`src/rtl/and_reduce_seq_if.sv`:
```
// Handshake bundle for and_reduce_seq: operand stream in, reduced result out.
// Modports: master is the producer/consumer side, slave is the reducer.
interface and_reduce_seq_if #(
  parameter int WIDTH = 4
);
  logic             in_valid;
  logic             in_ready;
  logic [WIDTH-1:0] in_data;
  logic             out_valid;
  logic             out_ready;
  logic [WIDTH-1:0] out_data;
  logic             out_zero;

  modport master (
    output in_valid, in_data, out_ready,
    input  in_ready, out_valid, out_data, out_zero
  );

  modport slave (
    input  in_valid, in_data, out_ready,
    output in_ready, out_valid, out_data, out_zero
  );
endinterface

```
`src/rtl/and_reduce_seq.sv`:
```
// Bitwise AND of NOPS operands through one shared accumulator; result valid the cycle after the last operand.
// Holds the result in DONE while out_ready is low; in_ready is low in DONE, so operands wait upstream.
module and_reduce_seq #(
  parameter int WIDTH = 4,
  parameter int NOPS  = 3
) (
  input  logic                 clk,
  input  logic                 rst_n,
  input  logic                 clr,
  and_reduce_seq_if.slave      bus,
  output logic                 busy,
  output logic [7:0]           op_cnt
);

  typedef enum logic [1:0] {
    IDLE = 2'd0,
    ACC  = 2'd1,
    DONE = 2'd2
  } state_t;

  localparam logic [7:0] LAST_CNT = 8'(NOPS - 1);

  state_t           state_q, state_d;
  logic [WIDTH-1:0] acc_q, acc_d;
  logic [7:0]       cnt_q, cnt_d;
  logic             in_xfer;
  logic             out_xfer;

  // Handshake outputs decode state only; no path from in_valid or out_ready.
  assign bus.in_ready  = (state_q == IDLE) || (state_q == ACC);
  assign bus.out_valid = (state_q == DONE);
  assign bus.out_data  = acc_q;
  assign bus.out_zero  = (acc_q == '0);
  assign busy          = (state_q == ACC) || (state_q == DONE);
  assign op_cnt        = cnt_q;

  assign in_xfer  = bus.in_valid & bus.in_ready;
  assign out_xfer = bus.out_valid & bus.out_ready;

  always_comb begin
    state_d = state_q;
    acc_d   = acc_q;
    cnt_d   = cnt_q;
    if (clr) begin
      // Abort wins over any transfer in the same cycle.
      state_d = IDLE;
      cnt_d   = 8'd0;
    end else begin
      case (state_q)
        IDLE: begin
          if (in_xfer) begin
            acc_d   = bus.in_data;
            cnt_d   = 8'd1;
            state_d = (NOPS == 1) ? DONE : ACC;
          end
        end
        ACC: begin
          if (in_xfer) begin
            acc_d = acc_q & bus.in_data;
            cnt_d = cnt_q + 8'd1;
            if (cnt_q == LAST_CNT) begin
              state_d = DONE;
            end
          end
        end
        DONE: begin
          if (out_xfer) begin
            state_d = IDLE;
            cnt_d   = 8'd0;
          end
        end
        default: begin
          state_d = IDLE;
          cnt_d   = 8'd0;
        end
      endcase
    end
  end

  always_ff @(posedge clk or negedge rst_n) begin
    if (!rst_n) begin
      state_q <= IDLE;
      acc_q   <= '0;
      cnt_q   <= 8'd0;
    end else begin
      state_q <= state_d;
      acc_q   <= acc_d;
      cnt_q   <= cnt_d;
    end
  end

endmodule

```
`src/flat_wrapper.sv`:
```
// flat-port wrapper written by rule: the top's interface ports become plain ports
module and_reduce_seq_flat 
#(
  parameter int WIDTH = 4,
  parameter int NOPS  = 3
)
  (clk, rst_n, clr, busy, op_cnt, bus_in_valid, bus_in_data, bus_out_ready, bus_in_ready, bus_out_valid, bus_out_data, bus_out_zero);
  and_reduce_seq_if #(.WIDTH(WIDTH)) bus_i ();
  input  logic clk;
  input  logic rst_n;
  input  logic clr;
  output logic busy;
  output logic [7:0] op_cnt;
  input wire logic [$bits(bus_i.in_valid)-1:0] bus_in_valid;
  input wire logic [$bits(bus_i.in_data)-1:0] bus_in_data;
  input wire logic [$bits(bus_i.out_ready)-1:0] bus_out_ready;
  output wire logic [$bits(bus_i.in_ready)-1:0] bus_in_ready;
  output wire logic [$bits(bus_i.out_valid)-1:0] bus_out_valid;
  output wire logic [$bits(bus_i.out_data)-1:0] bus_out_data;
  output wire logic [$bits(bus_i.out_zero)-1:0] bus_out_zero;
  assign bus_i.in_valid = bus_in_valid;
  assign bus_i.in_data = bus_in_data;
  assign bus_i.out_ready = bus_out_ready;
  assign bus_in_ready = bus_i.in_ready;
  assign bus_out_valid = bus_i.out_valid;
  assign bus_out_data = bus_i.out_data;
  assign bus_out_zero = bus_i.out_zero;
  and_reduce_seq #(.WIDTH(WIDTH), .NOPS(NOPS)) u_core (.clk(clk), .rst_n(rst_n), .clr(clr), .bus(bus_i), .busy(busy), .op_cnt(op_cnt));
endmodule
```
`config.mk`:
```
export PLATFORM = sky130hd
export DESIGN_NAME = and_reduce_seq_flat
export DESIGN_NICKNAME = d
export VERILOG_FILES = /design/src/rtl/and_reduce_seq_if.sv /design/src/rtl/and_reduce_seq.sv /design/src/flat_wrapper.sv
export SDC_FILE = /design/constraint.sdc
export NUM_CORES = 1
export LEC_CHECK = 0
export ABC_AREA = 1
export BUFFER_PORTS_ARGS = -buffer_cell sky130_fd_sc_hd__buf_4
export CAP_MARGIN = 20
export CORE_MARGIN = 1.5
export CORE_UTILIZATION = 45
export DETAILED_ROUTE_END_ITERATION = 12
export GPL_TIMING_DRIVEN = 0
export HOLD_SLACK_MARGIN = 0.15
export PLACE_DENSITY_LB_ADDON = 0.25
export SLEW_MARGIN = 0
export SYNTH_ARGS = -nofsm -noshare
export SYNTH_HDL_FRONTEND = slang
export SYNTH_SLANG_ARGS = --single-unit
```
`constraint.sdc`:
```
create_clock -name clk -period 1.65 [get_ports clk]
set_input_delay 0.0825 -clock clk [delete_from_list [all_inputs] [get_ports clk]]
set_output_delay 0.0825 -clock clk [all_outputs]
set_load 0.02 [all_outputs]
```
==> metrics.yaml <==
cp_slowest_cell: "dfrtp_1"
grt_usage: 0.201
mostFrequentLayoutCell: "nand2_1"
status: "finished, final reports clean"
grt_start_max_net_pins: 15
cp.arrival_ns: 1.67
relSlewSlack: 0.814
die-area_sq_um: 2190
worstPathMaxFanout: 9
pre_cts_slack_ns: 0.188
ir_worst_vdd_v: 0.000856
die_height_um: 46.8
drc: 0
antenna_left: 0
ios: 25
layout.nets: 167
dp_hpwl_um: 1430
drt-vias-per-instance: 4.77
path_cells: "inv_1 > ha_1 > inv_1 > nand2_1 > nand2_2 > nand2_4 > inv_6 > nand2_4 > nand2_1 > nand2_1 > nand2_1"
cts.clk_slew.worst_paths_ns: 0.09
drive_gt1_frac: 0.243
port_buffers: 24
cp_slowest_stage_delay_ns: 0.42
tightest_slew_ns: 0.278
placedInstanceArea_sq_um: 1080
max-cap-violations: 0
final_cell_mix: "nand2_1 (27), buf_4 (25), inv_1 (21)"
path_class: "flip-flop to flip-flop"
design_area_sq_um: 1180
setup_viol: 0
final_cells: 177
dr_total_vias: 845
die_w_um: 46.8
clockPowerShare: 0.180
clock_path_buffers: 2
grt_pass1_wl_um: 3080
hold_viol_final: 0
insertion_delay_ns: 0.28
fillCellCount: 169
syn_area_sq_um: 865
clock_skew_ns: 0.00721
synth_fp_nets: 131
grt_pass1_vias: 787
numPlacedInstances: 166
combPwrFrac: 0.461
p_leak_nw: 0.613
overflow: 0
place.gp.congestion: 0.844
crit_path_end_kind: "flip-flop"
rsz0062_at_grt: "no"
switching_share: 0.420
row_count: 15
crit_top_cell: "nand2_1"
avgSynthCellArea_sq_um: 7.39
pwr-share-seq: 0.359
p_per_area_nw_per_um2: 1190
critical_path_required_ns: 1.83
fin_tns_setup_ns: 0
clkSinkCount: 14
power.switching_uw: 592
syn2layout_area_growth_pct: 36.8
avgRoutedWirePerCell_um: 10.8
syn_inst: 117
dr.pass1.iters: 4
numCtsBuffers: 3
antenna_found_initial: 0
fin_crit_ns: 1.49
ys_warn_count: 0
core_sq_um: 1760
synth-seq-cells: 14
ys_seq_area_frac: 0.405
max_freq_mhz: 670
ys_types: 20
antenna_cells: 0
cts_root_buffer: "clkbuf_4"
hold_path_class: "primary input to asynchronous set/reset pin"
initial_core_util: 0.490
drtIter0Drc: 35
routed_wl_um: 1910
cts_tree: "done"
htreeDepth: 1
cp-start-kind: "flip-flop"
fin_ws_ns: 0.158
p_int_uw: 818
drv_slew: 0
period_share: 0.904
-- path summary, 6_finish.rpt --
kind                                          end  depth (start not counted)                    from  slack (ns)
min in group clk           u_core.bus.out_data[3]                          3            bus_in_valid        0.18
max reg2reg                     u_core.state_q[0]                         11       u_core.state_q[0]        0.16
max in group asynchronous  u_core.bus.out_data[0]                          2                   rst_n        1.30
min reg2reg                u_core.bus.out_data[3]                          2  u_core.bus.out_data[3]        0.55
min                              u_core.op_cnt[2]                          2                   rst_n        0.18
max                             u_core.state_q[0]                         11       u_core.state_q[0]        0.16
-- kinds of logic (layout without fill, tap and decap cells) --
group                      count (synthesis)  count (layout)  share of synthesized area
DFF                                       14              14                      0.405
buffers and inverters                     23              58                      0.106
AOI/OAI and AO/OA                         11              11                     0.0695
adders and majority gates                  5               5                     0.0724
and+or+nand+nor                           64              64                      0.347
-- final cells by class --
class	count	area [sq um]	area share
clock buffer	4	36.3	0.0307
inverter	23	91.3	0.0772
multi-input combinational	80	425	0.360
sequential	14	350	0.296
tap	25	31.3	0.0265
timing repair buffer	31	248	0.210
-- critical path, delay by kind of cell, from the launching register on --
| family | cells | cell delay (ns) |
|---|---|---|
| buffers and inverters | 3 | 0.21 |
| flip-flops | 1 | 0.42 |
| AND/OR/NAND/NOR | 7 | 0.56 |
| adder cells (fa/ha/maj) | 1 | 0.20 |
-- cells in the mapped netlist --
cell type / count / area [sq um]
nor3_1: 4 / 20.0
nor2_1: 17 / 63.8
ha_1: 5 / 62.6
o21bai_1: 1 / 7.51
a21oi_1: 5 / 25.0
nand2_2: 1 / 6.26
nand2_4: 2 / 22.5
nand3_2: 1 / 10.0
inv_2: 1 / 3.75
o21ai_0: 2 / 10.0
inv_6: 1 / 8.76
nor4_1: 1 / 6.26
o31ai_1: 1 / 7.51
nand3_1: 8 / 40.0
inv_1: 21 / 78.8
nand3_4: 1 / 17.5
o21ai_1: 2 / 10.0
nand2_1: 27 / 101
nand4_1: 2 / 12.5
dfrtp_1: 14 / 350
-- power by group through the flow --
stage	Combinational [mW]	Sequential [mW]	Clock, mW
2_1_floorplan	0.315	0.582	0
3_5_place_dp	0.637	0.510	0
4_1_cts	0.651	0.503	0.258
5_1_grt	0.720	0.516	0.274
3_3_place_gp	0.618	0.506	0
6_report	0.650	0.506	0.254
-- metal layers --
layer / global-route usage / share of wire / wire (um)
met1: 0.227 / 0.42 / 810
met5: 0 / 0 / 0
met4: 0.133 / 0.010 / 19
met3: 0.0346 / 0.035 / 66
met2: 0.345 / 0.53 / 1010
-- state kept, by name (all words and copies together), names as in the netlist --
register	cells
u_core.bus.out_data	4
u_core.state_q	2
u_core.op_cnt	8
-- repair_timing --
action	4_1_cts	5_1_grt
resized for setup	0	1
setup buffers	0	1
hold buffers	6	0
setup endpoints to repair	0	1
hold endpoints to repair	19	0
-- stage by stage --
step | total power [mW] | hold WS [ns] | utilization
finish | 1.41 | 0.175 | 0.670
global route | 1.51 | 0.186 | 0.670
floorplan | 0.897 | -0.213 | -
detailed placement | 1.15 | -0.0557 | 0.610
global placement | 1.12 | -0.0604 | 0.610
CTS | 1.41 | 0.175 | 0.665
No activity file was read; power rests on OpenSTA's default activity.
